`src/rtl/reg_f_ctx_ctrl_if.sv`:
```
// Control-unit <-> context sequencer bus, including the shared stack RAM address/write-enable.
// The master side is the requester; the slave side is reg_f_ctx_ctrl.
interface reg_f_ctx_ctrl_if #(
    parameter int ADDR_W = 6
);
    logic              push_req;
    logic              pop_req;
    logic [ADDR_W-1:0] stk_addr;
    logic              stk_wren;
    logic              restore_en;
    logic              ready;
    logic              done;
    logic [ADDR_W:0]   sp;
    logic              full;
    logic              empty;
    logic              err;
    logic [ADDR_W:0]   high_water;

    modport master (
        output push_req, pop_req,
        input  stk_addr, stk_wren, restore_en, ready, done,
        input  sp, full, empty, err, high_water
    );

    modport slave (
        input  push_req, pop_req,
        output stk_addr, stk_wren, restore_en, ready, done,
        output sp, full, empty, err, high_water
    );
endinterface

```
`src/rtl/reg_f_ctx_ctrl.sv`:
```
// Context save/restore sequencer for the 9-register stack bank; REG_F_CTX_HIGHWATER_EN adds high_water.
// Latency: push 2 cycles to done; pop RD_LAT+1 cycles to restore_en, done one cycle later.
// Backpressure: ready=0 while busy; requests are only sampled in IDLE and must be held until ready.
module reg_f_ctx_ctrl #(
    parameter int ADDR_W = 6,
    parameter int RD_LAT = 2
) (
    input  logic             clk,
    input  logic             rst_n,
    reg_f_ctx_ctrl_if.slave  bus
);

    typedef enum logic [1:0] {
        IDLE     = 2'd0,
        PUSH     = 2'd1,
        POP_WAIT = 2'd2,
        POP_LOAD = 2'd3
    } state_t;

    localparam logic [1:0]      CNT_INIT = 2'(RD_LAT - 1);
    localparam logic [ADDR_W:0] DEPTH    = {1'b1, {ADDR_W{1'b0}}};

    generate
        if (RD_LAT < 1 || RD_LAT > 3) begin : g_bad_rd_lat
            $error("reg_f_ctx_ctrl: RD_LAT must be 1..3");
        end
    endgenerate

    state_t          state, state_nx;
    logic [1:0]      cnt, cnt_nx;
    logic [ADDR_W:0] sp_q, sp_nx;
    logic            done_q, done_nx;
    logic            err_q, err_nx;
    logic            full, empty;
    logic [ADDR_W-1:0] top_addr;

    assign full     = (sp_q == DEPTH);
    assign empty    = (sp_q == '0);
    assign top_addr = sp_q[ADDR_W-1:0] - 1'b1;

    always_ff @(posedge clk or negedge rst_n) begin
        if (!rst_n) begin
            state  <= IDLE;
            cnt    <= '0;
            sp_q   <= '0;
            done_q <= 1'b0;
            err_q  <= 1'b0;
        end else begin
            state  <= state_nx;
            cnt    <= cnt_nx;
            sp_q   <= sp_nx;
            done_q <= done_nx;
            err_q  <= err_nx;
        end
    end

    // Push has priority over pop; an illegal request only flags err and stays idle.
    always_comb begin
        state_nx = state;
        cnt_nx   = cnt;
        sp_nx    = sp_q;
        done_nx  = 1'b0;
        err_nx   = err_q;
        case (state)
            IDLE: begin
                if (bus.push_req) begin
                    if (full) err_nx   = 1'b1;
                    else      state_nx = PUSH;
                end else if (bus.pop_req) begin
                    if (empty) begin
                        err_nx = 1'b1;
                    end else begin
                        state_nx = POP_WAIT;
                        cnt_nx   = CNT_INIT;
                    end
                end
            end
            PUSH: begin
                sp_nx    = sp_q + 1'b1;
                done_nx  = 1'b1;
                state_nx = IDLE;
            end
            POP_WAIT: begin
                if (cnt == 2'd0) state_nx = POP_LOAD;
                else             cnt_nx   = cnt - 2'd1;
            end
            POP_LOAD: begin
                sp_nx    = sp_q - 1'b1;
                done_nx  = 1'b1;
                state_nx = IDLE;
            end
            default: state_nx = IDLE;
        endcase
    end

    // Address stays on the top frame through POP_LOAD so the RAM output is stable for the restore.
    always_comb begin
        bus.ready      = (state == IDLE);
        bus.stk_wren   = (state == PUSH);
        bus.restore_en = (state == POP_LOAD);
        bus.stk_addr   = sp_q[ADDR_W-1:0];
        if (state == POP_WAIT || state == POP_LOAD) begin
            bus.stk_addr = top_addr;
        end
    end

    assign bus.done  = done_q;
    assign bus.err   = err_q;
    assign bus.sp    = sp_q;
    assign bus.full  = full;
    assign bus.empty = empty;

`ifdef REG_F_CTX_HIGHWATER_EN
    logic [ADDR_W:0] hw_q;

    always_ff @(posedge clk or negedge rst_n) begin
        if (!rst_n) begin
            hw_q <= '0;
        end else if (state == PUSH && (sp_q + 1'b1) > hw_q) begin
            hw_q <= sp_q + 1'b1;
        end
    end

    assign bus.high_water = hw_q;
`else
    assign bus.high_water = '0;
`endif

endmodule
```
`src/flat_wrapper.sv`:
```
// flat-port wrapper written by rule: the top's interface ports become plain ports
module reg_f_ctx_ctrl_flat 
#(
    parameter int ADDR_W = 6,
    parameter int RD_LAT = 2
)
  (clk, rst_n, bus_push_req, bus_pop_req, bus_stk_addr, bus_stk_wren, bus_restore_en, bus_ready, bus_done, bus_sp, bus_full, bus_empty, bus_err, bus_high_water);
  reg_f_ctx_ctrl_if #(.ADDR_W(ADDR_W)) bus_i ();
  input  logic clk;
  input  logic rst_n;
  input wire logic [$bits(bus_i.push_req)-1:0] bus_push_req;
  input wire logic [$bits(bus_i.pop_req)-1:0] bus_pop_req;
  output wire logic [$bits(bus_i.stk_addr)-1:0] bus_stk_addr;
  output wire logic [$bits(bus_i.stk_wren)-1:0] bus_stk_wren;
  output wire logic [$bits(bus_i.restore_en)-1:0] bus_restore_en;
  output wire logic [$bits(bus_i.ready)-1:0] bus_ready;
  output wire logic [$bits(bus_i.done)-1:0] bus_done;
  output wire logic [$bits(bus_i.sp)-1:0] bus_sp;
  output wire logic [$bits(bus_i.full)-1:0] bus_full;
  output wire logic [$bits(bus_i.empty)-1:0] bus_empty;
  output wire logic [$bits(bus_i.err)-1:0] bus_err;
  output wire logic [$bits(bus_i.high_water)-1:0] bus_high_water;
  assign bus_i.push_req = bus_push_req;
  assign bus_i.pop_req = bus_pop_req;
  assign bus_stk_addr = bus_i.stk_addr;
  assign bus_stk_wren = bus_i.stk_wren;
  assign bus_restore_en = bus_i.restore_en;
  assign bus_ready = bus_i.ready;
  assign bus_done = bus_i.done;
  assign bus_sp = bus_i.sp;
  assign bus_full = bus_i.full;
  assign bus_empty = bus_i.empty;
  assign bus_err = bus_i.err;
  assign bus_high_water = bus_i.high_water;
  reg_f_ctx_ctrl #(.ADDR_W(ADDR_W), .RD_LAT(RD_LAT)) u_core (.clk(clk), .rst_n(rst_n), .bus(bus_i));
endmodule
```
`config.mk`:
```
export PLATFORM = sky130hd
export DESIGN_NAME = reg_f_ctx_ctrl_flat
export DESIGN_NICKNAME = d
export VERILOG_FILES = /design/src/rtl/reg_f_ctx_ctrl_if.sv /design/src/rtl/reg_f_ctx_ctrl.sv /design/src/flat_wrapper.sv
export SDC_FILE = /design/constraint.sdc
export NUM_CORES = 1
export LEC_CHECK = 0
export BUFFER_PORTS_ARGS = -buffer_cell sky130_fd_sc_hd__buf_2
export CAP_MARGIN = 20
export CORE_MARGIN = 2
export CORE_UTILIZATION = 48
export CTS_CLUSTER_SIZE = 25
export DETAILED_ROUTE_END_ITERATION = 6
export PLACE_DENSITY = 0.77
export REMOVE_ABC_BUFFERS = 1
export SLEW_MARGIN = 15
export SYNTH_ARGS = -nofsm -noshare
export SYNTH_HDL_FRONTEND = slang
export SYNTH_SLANG_ARGS = --single-unit
```
`constraint.sdc`:
```
create_clock -name clk -period 2.2 [get_ports clk]
set_clock_uncertainty 0.05 [all_clocks]
set_input_delay 0.33 -clock clk [delete_from_list [all_inputs] [get_ports clk]]
set_output_delay 0.33 -clock clk [all_outputs]
set_load 0.01 [all_outputs]
```
# [Word level (Yosys, flattened, before mapping)]
# Cells that the tools add are included.
[word_totals] output_inout_bits=27 input_bits=4 ff_bits=13
[classes] n_mux=18 n_reduce_logical=12 eq_ne=13 add_sub_neg=4
[op_table] operator="$mux W2" count=9
[op_table] operator="$pmux W7 S2" count=1
[op_table] operator="$ne A3 B3 Y1 const B" count=3
[op_table] operator="$ne A2 B2 Y1 const B" count=4
[op_table] operator="$reduce_and A4 Y1" count=2
[op_table] operator="$reduce_bool A2 Y1" count=4
[op_table] operator="$add A7 B1 Y7 const B" count=1
[op_table] operator="$eq A7 B7 Y1 const B" count=1
[op_table] operator="$logic_not A7 Y1" count=1
[op_table] operator="$sub A7 B1 Y7 const B" count=1
[op_table] operator="$mux W6" count=1
[op_table] operator="$pmux W2 S3" count=1
[op_table] operator="$sub A6 B1 Y6 const B" count=1
[op_table] operator="$mux W1" count=5
[op_table] operator="$reduce_and A5 Y1" count=1
[op_table] operator="$eq A2 B2 Y1 const B" count=2
[op_table] operator="$logic_not A2 Y1" count=2
[op_table] operator="$ne A2 B1 Y1 const B" count=2
[op_table] operator="$pmux W2 S2" count=1
[op_table] operator="$eq A2 B1 Y1 const B" count=1
[op_table] operator="$reduce_or A2 Y1" count=1
[op_table] operator="$sub A2 B1 Y2 const B" count=1
[op_table] operator="$logic_or A1 B1 Y1" count=1

# [Longest topological paths before layout]
[depth] word_depth=5 depth_mapped=8

# [Worst setup path before layout]
# No wires, ideal clock.
[synth_path] kind="reg-to-reg" start="register u_core.state[1]" end="register u_core.sp_q[2], in the netlist u_core.bus.sp[2]" stages_incl_launch_ff=9 t_arrival_ps=1548 setup_slack_ps=472 period_less_slack_ps=1728 path_buffers=1 cell_sequence="dfrtp_1 -> and2_0 -> clkbuf_1 -> xnor2_1 -> ha_1 -> nor2_1 -> mux2_2 -> nand2_1 -> xnor2_1"
[synth_between] elab_chain_len=2 elab_cells_between_ends=4 classes_between="eq/ne: 2; mux: 1; reduce/logical: 1"
[synth_lines] element="start: declaration" line_no="reg_f_ctx_ctrl.sv:29" text="state_t state, state_nx;"
[synth_lines] element="start signal: assignment" line_no="reg_f_ctx_ctrl.sv:49" text="state <= state_nx;"
[synth_lines] element="$eq A2 B2 Y1 *"
[synth_lines] element="named net bus_restore_en" line_no="flat_wrapper.sv:15" text="output wire logic [$bits(bus_i.restore_en)-1:0] bus_restore_en;"
[synth_lines] element="$pmux W7 S2 / $reduce_bool A2 Y1 (equally long branches)"
[synth_lines] element="end signal: assignment" line_no="reg_f_ctx_ctrl.sv:51" text="sp_q <= sp_nx;"
[synth_lines] element="end: declaration" line_no="reg_f_ctx_ctrl.sv:31" text="logic [ADDR_W:0] sp_q, sp_nx;"
# The timed path passes the listed nets; every way through them passes the cells marked *.
# A chain may end at the register's enable or synchronous reset.

# [Worst setup path in the final report]
[layout_path] start="register u_core.sp_q[2], in the netlist u_core.bus.sp[2]" end="output bus_stk_addr[5]"
[layout_between] elab_chain_len=2
[layout_lines] element="$sub A6 B1 Y6" line_no="reg_f_ctx_ctrl.sv:39" text="assign top_addr = sp_q[ADDR_W-1:0] - 1'b1;"
[layout_lines] element="$mux W6" line_no="reg_f_ctx_ctrl.sv:102" text="if (state == POP_WAIT || state == POP_LOAD) begin"
[layout_lines] element="end: declaration" line_no="flat_wrapper.sv:13" text="output wire logic [$bits(bus_i.stk_addr)-1:0] bus_stk_addr;"
# Every way passes these cells.

==> flow_summary.toml <==
[run_status]
status = "finished, final reports clean"

[die]
die-area_mm2 = 0.00220
coreArea_mm2 = 0.00173
initial_utilization_pct = 51.2
io_pins = 31
num_rows = 15
fp.dieH_um = 46.9
die_w_um = 46.9

[cells_and_area]
layout_commonest_cell = "buf_2"
seq_area_um2 = 325
syn_to_final_growth_pct = 16.8
nets = 129
multi_input_area_um2 = 495
drive_above_1_share_pct = 27.5
diodes = 0
layout_common_cells = "buf_2, dfrtp_1, nor2_1, nand2_1"
n_fill_cell = 148

[power_and_ir_drop]
power.density_mw_per_mm2 = 1580
p_leak_nw = 0.520
vdd_ir_drop_max_mv = 0.954
total_power_w = 0.00163

[critical_path]
critPathKind = "register to primary output"
worstPathCellList = "nand2b_1 > nor2_1 > nand2_1 > xnor2_1 > buf_2"
arrival_ns = 1.59
critPathBufInv = 1
critPathLaunchType = "register"
worstSetupEndpointType = "primary output"
crit_path_max_incr_delay_ns = 0.49
crit_fanout = 7
critPathSlowestCell = "dfrtp_1"
cp_data_required_time_ns = 1.82
cp_top_family = "simple AND/OR/NAND/NOR gates"
r2r_slack_ns = 0.47

[logic_synthesis]
synth-seq-cells = 13
syn_area_per_cell_um2 = 9.21
synth-main-ff-cell = "dfrtp_1"
synth-edff-count = 0
netlist_area_um2 = 885
async_flop_share_pct = 100
yosysWarnings = 0
ys_seq_area_share_pct = 36.8
synth.distinct_cells = 36
syn-instance-count = 96

[routing]
first_iter_violations = 19
drt_pass1_iterations = 4
routedWlPerCell_um = 12.6
vias = 725
ant_nets = 0
drt-total-wl_um = 1830
vias_per_cell = 5.00
drc = 0

[global_route]
globalRouteTotalUtil_pct = 18.0
antenna_found_initial = 0
grt_pass1_vias = 615
grt_max_degree = 16
grt_pass1_wl_um = 2750
overflow = 0

[min_path]
hp-class = "primary input to register"

[clock_tree]
clockRootBuffer = "clkbuf_4"
cts_tree = "yes"
cts_max_path_buffers = 2
clkLatencyLatePin_ns = 0.27
ctsHtreeMaxLevel = 1
cts_num_sinks = 13
post_cts_buffers = 0
cts_buffers = 3
clk_pin_slew_ns = 0.08

[timing]
post-route-period-util_pct = 89.5
fmax_ghz = 0.508
timing.final.crit_period_ns = 1.97
rsz0062_at_grt = "no"
finalSetupViolCount = 0
slew_viol_final = 0
hold_viol_final = 0
setup_tns_ns = 0

[placed_design]
dp_hpwl_um = 1320
gp_congestion = 0.904
io_buffers = 23

[run]
drv_cap = 0
stage by stage:
step | setup WS, ns | utilization [%] | instance area, µm² | hold WS, ns | instances
global route | 0.104 | 59.9 | 1030 | 0.283 | 145
detailed placement | 0.528 | 57.2 | 988 | 0.185 | 140
CTS | 0.211 | 59.3 | 1020 | 0.275 | 145
floorplan | 0.325 | - | 827 | -0.0156 | 90
global placement | 0.531 | 57.2 | 988 | 0.183 | 140
finish | 0.232 | 59.9 | 1030 | 0.278 | 145
layer usage:
metal / GRT usage (%) / share of wire (%) / wire, µm
met4: 13.3 / 3.3 / 61
met5: 0 / 0 / 0
met3: 2.69 / 4.3 / 78
met2: 25.5 / 47 / 865
met1: 24.8 / 45 / 821
synth_stat cells (2+ instances only):
master,n,share of area (%)
o21ai_0,2,1.1
xor2_1,5,5.0
mux2_2,2,2.5
a31oi_1,2,1.4
ha_1,4,5.7
dfrtp_1,13,37
clkbuf_1,3,1.3
xnor2_1,7,6.9
nand2_1,9,3.8
buf_4,7,5.9
and3_1,2,1.4
o21ai_1,2,1.1
nand3_1,2,1.1
nor2b_1,2,1.4
inv_1,4,1.7
nor3_1,2,1.1
nor2_1,9,3.8
flip-flops by register name, indices dropped and copies added, names as in the netlist:
name / cells
u_core.bus.err: 1
u_core.state: 2
u_core.bus.done: 1
u_core.bus.sp: 7
u_core.cnt: 2
cell families after synthesis:
| group | Yosys count | share of synthesized area (%) |
|---|---|---|
| compound gates | 14 | 11.9 |
| xor+xnor | 12 | 11.9 |
| fa+ha+maj | 4 | 5.66 |
| buf+inv | 16 | 10.7 |
| flops | 13 | 36.8 |
| mux | 3 | 3.68 |
| other cells | 1 | 0.424 |
| simple gates | 33 | 19.0 |
path summary, 6_finish.rpt:
kind / start / end / cells after the start
min in group asynchronous: rst_n / u_core.bus.sp[1] / 2
hold / removal: bus_push_req / u_core.state[0] / 3
max in group asynchronous: rst_n / u_core.cnt[1] / 2
setup / recovery: u_core.bus.sp[2] / bus_stk_addr[5] / 5
setup reg to reg: u_core.bus.sp[1] / u_core.bus.sp[2] / 7
hold reg to reg: u_core.bus.err / u_core.bus.err / 1
report_power, final:
group	switching, W	internal, W
combinational	0.000512	0.000436
clock	0.0000809	0.0000703
sequential	0.000177	0.000353
total	0.000770	0.000859
tightest hold or removal path, stage by stage:
cell and delay, ns:
buf_2 0.11, nand2_1 0.05, o21ai_0 0.07
layout make-up:
cell class,count,area share (%)
multi-input combinational,73,47.9
sequential,13,31.5
tap,25,3.03
timing repair buffer,26,13.6
inverter,4,1.45
clock buffer,4,2.54
repair_timing:
item	in CTS	in global routing
hold endpoints to repair	13	0
gates resized for setup	0	1
setup endpoints to repair	0	1
hold buffers	1	0
No activity file was read; power rests on OpenSTA's default activity.
